### src/rtl/pipeline_control_sequencer.sv
// Pipeline-register control sequencer: load-use bubbles, multi-cycle branch flush,
// memory freeze and halt, with saturating stall/flush event counters.
module pipeline_control_sequencer #(
  parameter int FLUSH_CYCLES = 2,
  parameter int CNT_W        = 16
) (
  input  logic             clock,
  input  logic             reset,
  input  logic             stall,
  input  logic             branch_taken,
  input  logic             mem_busy,
  input  logic             halt,
  output logic             pc_write,
  output logic             if_id_write,
  output logic             if_id_flush,
  output logic             id_ex_flush,
  output logic             ex_mem_write,
  output logic [1:0]       fsm_state,
  output logic [CNT_W-1:0] stall_count,
  output logic [CNT_W-1:0] flush_count
);

  typedef enum logic [1:0] {
    RUN        = 2'b00,
    LOAD_STALL = 2'b01,
    FLUSH      = 2'b10,
    HALTED     = 2'b11
  } state_t;

  // Remaining FLUSH cycles after the current one; a branch resolves in RUN, so
  // only FLUSH_CYCLES-1 cycles remain, i.e. the counter starts at FLUSH_CYCLES-2.
  localparam logic   [3:0] RELOAD    = (FLUSH_CYCLES > 1) ? 4'(FLUSH_CYCLES - 2) : 4'd0;
  localparam state_t       BRANCH_NS = (FLUSH_CYCLES > 1) ? FLUSH : RUN;

  state_t     state, next_state;
  logic [3:0] cnt, next_cnt;
  logic       stall_inc, flush_inc;

  assign fsm_state = state;

  always_comb begin
    next_state   = state;
    next_cnt     = cnt;
    stall_inc    = 1'b0;
    flush_inc    = 1'b0;
    pc_write     = 1'b1;
    if_id_write  = 1'b1;
    if_id_flush  = 1'b0;
    id_ex_flush  = 1'b0;
    ex_mem_write = 1'b1;
    if (reset) begin
      pc_write     = 1'b0;
      if_id_write  = 1'b0;
      ex_mem_write = 1'b0;
      if_id_flush  = 1'b1;
      id_ex_flush  = 1'b1;
    end else if (state == HALTED) begin
      pc_write     = 1'b0;
      if_id_write  = 1'b0;
      ex_mem_write = 1'b0;
    end else if (mem_busy) begin
      pc_write     = 1'b0;
      if_id_write  = 1'b0;
      ex_mem_write = 1'b0;
      stall_inc    = 1'b1;
    end else if (branch_taken) begin
      if_id_flush = 1'b1;
      id_ex_flush = 1'b1;
      flush_inc   = 1'b1;
      next_state  = BRANCH_NS;
      next_cnt    = RELOAD;
    end else if (state == FLUSH) begin
      if_id_flush = 1'b1;
      id_ex_flush = 1'b1;
      if (cnt == 4'd0) next_state = RUN;
      else             next_cnt   = cnt - 4'd1;
    end else if (halt) begin
      pc_write     = 1'b0;
      if_id_write  = 1'b0;
      ex_mem_write = 1'b0;
      next_state   = HALTED;
    end else if (!stall && state == RUN) begin
      // Bubble: hold PC and IF/ID, let the load in EX advance.
      pc_write    = 1'b0;
      if_id_write = 1'b0;
      id_ex_flush = 1'b1;
      stall_inc   = 1'b1;
      next_state  = LOAD_STALL;
    end else begin
      next_state = RUN;
    end
  end

  always_ff @(posedge clock) begin
    if (reset) begin
      state       <= RUN;
      cnt         <= 4'd0;
      stall_count <= '0;
      flush_count <= '0;
    end else begin
      state <= next_state;
      cnt   <= next_cnt;
      if (stall_inc && stall_count != {CNT_W{1'b1}}) stall_count <= stall_count + 1'b1;
      if (flush_inc && flush_count != {CNT_W{1'b1}}) flush_count <= flush_count + 1'b1;
    end
  end

endmodule

### config.mk
export PLATFORM = sky130hd
export DESIGN_NAME = pipeline_control_sequencer
export DESIGN_NICKNAME = d
export VERILOG_FILES = /design/src/rtl/pipeline_control_sequencer.sv
export SDC_FILE = /design/constraint.sdc
export NUM_CORES = 1
export LEC_CHECK = 0
export CAP_MARGIN = 40
export CORE_ASPECT_RATIO = 0.8
export CORE_MARGIN = 10
export CORE_UTILIZATION = 50
export DETAILED_ROUTE_END_ITERATION = 7
export PLACE_DENSITY_LB_ADDON = 0.2
export SLEW_MARGIN = 20
export SYNTH_ARGS = -nofsm -noshare
export SYNTH_HDL_FRONTEND = slang
export SYNTH_SLANG_ARGS = --single-unit
### constraint.sdc
create_clock -name clock -period 2.8 [get_ports clock]
set_input_delay 0.28 -clock clock [delete_from_list [all_inputs] [get_ports clock]]
set_output_delay 0.28 -clock clock [all_outputs]
set_load 0.01 [all_outputs]
==> results of run 1 <==
==> cells by family after synthesis <==
kind of cell,Yosys count
buffers and inverters,20
xor gates and xnor gates,17
AOI/OAI and AO/OA,36
adders and majority gates,3
DFF,38
and+or+nand+nor,121
muxes,11
==> synth_stat cells, types with 6 or more instances <==
cell / n / area (um2)
a211oi_1: 8 / 60.1
nor4_1: 6 / 37.5
nand2b_1: 9 / 56.3
xnor2_1: 14 / 123
inv_1: 9 / 33.8
mux2i_1: 8 / 80.1
clkbuf_1: 7 / 26.3
nand4_1: 7 / 43.8
a21oi_1: 8 / 40.0
dfxtp_1: 38 / 761
nand2_1: 16 / 60.1
o21ai_0: 7 / 35.0
nand3_1: 13 / 65.1
nor2_1: 43 / 161
nor3_1: 7 / 35.0
==> registers in the layout, summed over array words and instances, names as in the netlist <==
signal and count:
flush_count 16, stall_count 16, cnt 4, fsm_state 2
==> worst paths after layout <==
| kind | from | to | slack (ps) |
|---|---|---|---|
| min | cnt[0]$_SDFFE_PP0P_ | cnt[0]$_SDFFE_PP0P_ | 490 |
| max reg2reg | fsm_state[0]$_SDFFE_PP0P_ | stall_count[5]$_SDFFE_PP0P_ | 650 |
| min reg2reg | cnt[0]$_SDFFE_PP0P_ | cnt[0]$_SDFFE_PP0P_ | 490 |
| max | mem_busy | ex_mem_write | 460 |
==> final cells by class <==
cell class                 instances  area [um2]
clock buffer                       7        76.3
clock inverter                     1        30.0
fill                             319        1220
inverter                           9        33.8
multi-input combinational        188        1160
sequential                        38         761
tap                               55        68.8
timing repair buffer              49         478
==> per-layer routing <==
metal | up-vias | share of wire | track usage
met5 | - | 0 | 0
met4 | 0 | 0.015 | 0.0438
met3 | 7 | 0.11 | 0.0623
met2 | 58 | 0.38 | 0.172
met1 | 792 | 0.50 | 0.177
li1 | 957 | - | -
==> worst min-delay path, stage by stage (launching register included) <==
cell	delay, ps
dfxtp_1	320
o21ai_0	70
a21oi_1	60
==> power by group <==
| part | switching, uW | internal (uW) | total [uW] | leakage, uW |
|---|---|---|---|---|
| combinational | 57.7 | 58.2 | 116 | 0.000535 |
| sequential | 13.1 | 550 | 563 | 0.000307 |
| clock | 187 | 266 | 453 | 0.0000524 |
==> layout by cell type (no fill, tap or decap), drive strengths merged, types with 4 or more instances in the layout <==
cell | Yosys | routed
clkdlybuf4s50 | 0 | 44
nor2 | 43 | 43
dfxtp | 38 | 38
nand2 | 16 | 16
xnor2 | 14 | 14
nand3 | 14 | 14
inv | 9 | 9
nand2b | 9 | 9
a21oi | 9 | 9
a211oi | 8 | 8
mux2i | 8 | 8
nor3 | 7 | 7
o21ai | 7 | 7
nand4 | 7 | 7
clkbuf | 7 | 7
nor4 | 6 | 6
buf | 4 | 5
or3 | 4 | 4
or4 | 4 | 4
==> stage by stage <==
stage                util  power, uW
floorplan               -        648
CTS                 0.681       1140
detailed placement  0.654        691
global placement    0.654        690
global route        0.681       1180
finish              0.681       1130
==> results.sh, run 1 <==
export IMPL_status="completed"
export IMPL_crit_path_start_kind="input port"
export IMPL_routed_wl_mm=4.56
export IMPL_syn_area_um2=2010
export IMPL_fin_nets=300
export IMPL_worst_pin_slew_ps=724
export IMPL_clock_sinks=38
export IMPL_synth_adder_area_share=0.0187
export IMPL_htreeDepth=2
export IMPL_crit_path_frequent_cell="clkdlybuf4s50_1"
export IMPL_cp_max_fo=9
export IMPL_grt_pass1_vias=1626
export IMPL_cp_slowest_stage_delay_ps=570
export IMPL_synthFlopType="dfxtp_1"
export IMPL_hold_slack_ps=491
export IMPL_syn_to_final_growth_pct=29.8
export IMPL_crit_family="buffers and inverters"
export IMPL_grt_pass1_wl_mm=7.72
export IMPL_synth_cell_types=44
export IMPL_crit_required_ps=2520
export IMPL_finalHoldViolations=0
export IMPL_final_cells=347
export IMPL_crit_arrival_ps=2060
export IMPL_endpoint_kind="primary output"
export IMPL_first_pass_iters=4
export IMPL_die_h_um=76.7
export IMPL_antenna_found_initial=0
export IMPL_drtAntennaViolNets=0
export IMPL_grt_ovfl_total=0
export IMPL_cp_num_buf_inv=3
export IMPL_min_period_ps=2340
export IMPL_path_cells="clkdlybuf4s50_1 > a211oi_1 > buf_4 > a21boi_0 > clkdlybuf4s50_1"
export IMPL_pin_count=45
export IMPL_wl_per_cell_um=13.1
export IMPL_place_hpwl_mm=3.44
export IMPL_fin_ws_ps=457
export IMPL_drt_vias_per_instance=5.23
export IMPL_coreArea_um2=3830
export IMPL_cts_resized_gates=0
export IMPL_synthSimpleGateAreaFrac=0.303
export IMPL_synth_seq_cells=38
export IMPL_synth_compound_area_frac=0.123
export IMPL_async_reset_ff_frac=0
export IMPL_synth_top_family_by_area="simple AND/OR/NAND/NOR gates"
export IMPL_rows=20
export IMPL_antenna_cells=0
export IMPL_numCtsBuffers=5
export IMPL_num_vias=1814
export IMPL_syn_area_per_cell_um2=8.17
export IMPL_timing_final_crit_share=0.837
export IMPL_muxShareOfSynthArea=0.0585
export IMPL_cts_max_path_buffers=2
export IMPL_power_density_nw_per_um2=434
export IMPL_portBuffers=44
export IMPL_synth_edff_count=0
export IMPL_postCtsSetupRepairBufs=0
export IMPL_ys_seq_area_frac=0.379
export IMPL_grt_max_degree=47
export IMPL_synth_xor_area_share=0.0741
export IMPL_post_place_ws_ps=338
export IMPL_skew_ps=6.97
export IMPL_place_congestion=0.825
export IMPL_drc=0
export IMPL_cts_tree="built"
export IMPL_maxCapViolCount=0
export IMPL_fin_area_um2=2610
export IMPL_finalSetupViolations=0
export IMPL_fmax_ghz=0.427
export IMPL_clk_pin_slew_worst_paths_ps=70
export IMPL_grt_use_total=0.130
export IMPL_synthesis_nets=255
export IMPL_rsz0062_at_grt="false"
export IMPL_post_place_cells=339
export IMPL_die_area_um2=6970
export IMPL_ctsHoldBuffers=0
export IMPL_drv_slew=0
export IMPL_whs_path_depth=2
export IMPL_ys_warn_count=0
export IMPL_maxSlewHeadroom=0.513
export IMPL_peakVddDrop_uv=281
export IMPL_critPathSlowestCell="clkdlybuf4s50_1"
export IMPL_drt_iter0_markers=109
export IMPL_start_util=0.525
export IMPL_p_leak_uw=0.000895
export IMPL_hold_path_class="reg2reg"
export IMPL_crit_type="in2out"
export IMPL_setup_tns_ps=0
export IMPL_die_w_um=90.9
export IMPL_drive_above_1_share=0.0719
export IMPL_root_buffer="clkbuf_8"
export IMPL_cp_depth=5
export IMPL_syn_inst=246
export IMPL_reg2regPathDepth=6
export IMPL_clock_latency_ps=290
export IMPL_placed_cell_area_um2=2500
Note: power is estimated with default switching activity, not from simulation.
==> run 2, diff against run 1 <==
Settings changed: CORE_UTILIZATION 50 to 45.
Clock period 2.8 ns to 2.1 ns, I/O delays scaled along.
==> run 2 against run 1 <==
Critical path depth grew 2; largest power group is now the clock network; largest cell class unchanged; global-route usage grew 0.92 points; critical path type is now in2reg; highest routed layer unchanged; first-iteration DRC count grew 17%.
==> results.sh, run 2 (synthesis results as in run 1) <==
export IMPL_die_area_um2=7560
export IMPL_coreArea_um2=4260
export IMPL_fmax_ghz=0.505
export IMPL_wl_per_cell_um=13.7
export IMPL_postCtsSetupRepairBufs=0
export IMPL_startpoint="branch_taken"
export IMPL_cp_max_fo=4
export IMPL_routed_wl_mm=4.99
export IMPL_timing_final_crit_share=0.943
export IMPL_clock_sinks=38
export IMPL_finalSetupViolations=0
export IMPL_reg2reg_slack_ps=120
export IMPL_num_vias=1919
export IMPL_top_regs="flush_count: 16 flops, stall_count: 16 flops, cnt: 4 flops"
export IMPL_reg2regPathDepth=6
export IMPL_die_w_um=94.7
export IMPL_drive_above_1_share=0.131
export IMPL_p_total_uw=1700
export IMPL_skew_ps=5.64
export IMPL_final_common_cell="nor2_1"
export IMPL_pin_count=45
export IMPL_crit_required_ps=2290
export IMPL_drc=0
export IMPL_ctsHoldBuffers=0
export IMPL_drt_vias_per_instance=5.29
export IMPL_fin_ws_ps=119
export IMPL_fin_nets=314
export IMPL_cp_endpoint="stall_count[7]$_SDFFE_PP0P_"
export IMPL_setup_tns_ps=0
export IMPL_root_buffer="clkbuf_8"
export IMPL_htreeDepth=2
export IMPL_portBuffers=44
export IMPL_rows=21
export IMPL_grt_pass1_wl_mm=8.67
export IMPL_start_util=0.472
export IMPL_final_cell_mix="nor2_1, clkdlybuf4s50_1, dfxtp_1, buf_4, nand2_1"
export IMPL_first_pass_iters=4
export IMPL_endpoint_kind="flip-flop"
export IMPL_peakVddDrop_uv=367
export IMPL_grt_ovfl_total=0
export IMPL_place_hpwl_mm=3.66
export IMPL_power_density_nw_per_um2=612
export IMPL_min_period_ps=1980
export IMPL_regToRegEndpoint="stall_count[7]$_SDFFE_PP0P_"
export IMPL_finalHoldViolations=0
export IMPL_status="completed"
export IMPL_grt_pass1_vias=1874
export IMPL_cts_max_path_buffers=2
export IMPL_crit_path_start_kind="input port"
export IMPL_rsz0062_at_grt="false"
export IMPL_clk_pin_slew_worst_paths_ps=80
export IMPL_clock_latency_ps=290
export IMPL_crit_arrival_ps=2170
export IMPL_maxCapViolCount=0
export IMPL_antenna_cells=0
export IMPL_grt_use_total=0.139
export IMPL_antenna_found_initial=0
export IMPL_drtAntennaViolNets=0
export IMPL_syn_to_final_growth_pct=38.2
export IMPL_hold_path_class="reg2reg"
export IMPL_die_h_um=79.8
export IMPL_cts_tree="built"
export IMPL_place_congestion=0.834
export IMPL_post_place_ws_ps=-187
export IMPL_r2r_start="fsm_state[0]$_SDFFE_PP0P_"
export IMPL_numCtsBuffers=5
export IMPL_crit_type="in2reg"
export IMPL_drt_iter0_markers=128
export IMPL_worst_pin_slew_ps=631
export IMPL_maxSlewHeadroom=0.575
export IMPL_hold_slack_ps=503
export IMPL_p_leak_uw=0.00102
export IMPL_drv_slew=0
export IMPL_grt_max_degree=35
==> run 2: changes by cell type in the layout (fill, tap and decap cells not counted), moves of 2 or more <==
cell,delta
buf_4,+14
clkdlybuf4s50_1,-5
dlygate4sd2_1,+3
clkbuf_1,-2
dlymetal6s2s_1,+2
nor4_1,-2
==> run 2: where the power goes <==
part	total (uW)	internal, uW	switching [uW]
Combinational	179	91.4	87.7
Sequential	747	733	13.3
Clock	772	507	265
Total	1700	1330	366
==> run 2: critical path: stages <==
cell             delay (ps)
clkdlybuf4s50_1         420
or4_4                   520
a221o_1                 350
buf_4                   160
a2111oi_2               300
xnor2_1                 160
nor2_1                   50
==> run 2: how the worst min path moves through the flow <==
stage                                 from                           to  slack, ps  cells past startpoint
6_report               cnt[0]$_SDFFE_PP0P_          cnt[0]$_SDFFE_PP0P_        500                      2
5_1_grt        flush_count[2]$_SDFFE_PP0P_  flush_count[2]$_SDFFE_PP0P_        530                      1
3_5_place_dp           cnt[0]$_SDFFE_PP0P_          cnt[0]$_SDFFE_PP0P_        490                      2
3_3_place_gp           cnt[0]$_SDFFE_PP0P_          cnt[0]$_SDFFE_PP0P_        480                      2
4_1_cts                cnt[0]$_SDFFE_PP0P_          cnt[0]$_SDFFE_PP0P_        500                      2
2_1_floorplan          cnt[1]$_SDFFE_PP0P_          cnt[1]$_SDFFE_PP0P_        460                      2
==> run 2: cell type report <==
cell class	count	area [um2]
Clock buffer	6	82.6
Clock inverter	2	60.1
Fill cell	400	1480
Multi-Input combinational cell	188	1180
Tap cell	57	71.3
Inverter	9	33.8
Sequential cell	38	762
Timing Repair Buffer	63	584
==> run 2: repair_timing <==
action	4_1_cts	5_1_grt
cloned	0	0
gates resized for setup	3	5
pin swaps	0	0
setup endpoints to repair	3	5
==> run 2: layer usage <==
metal  wire length [um]  GRT usage  vias to the layer above
met4                 67     0.0493                        0
met5                  0          0                        -
met3                435     0.0592                        8
li1                   -          -                      988
met1               2420      0.175                      872
met2               2060      0.207                       51
==> run 2: stage by stage <==
step / instances / instance area [um2] / util
after floorplan: 246 / 2020 / -
after global placement: 355 / 2620 / 0.615
after detailed placement: 355 / 2620 / 0.615
after CTS: 363 / 2760 / 0.647
after global routing: 363 / 2780 / 0.652
final: 363 / 2780 / 0.652
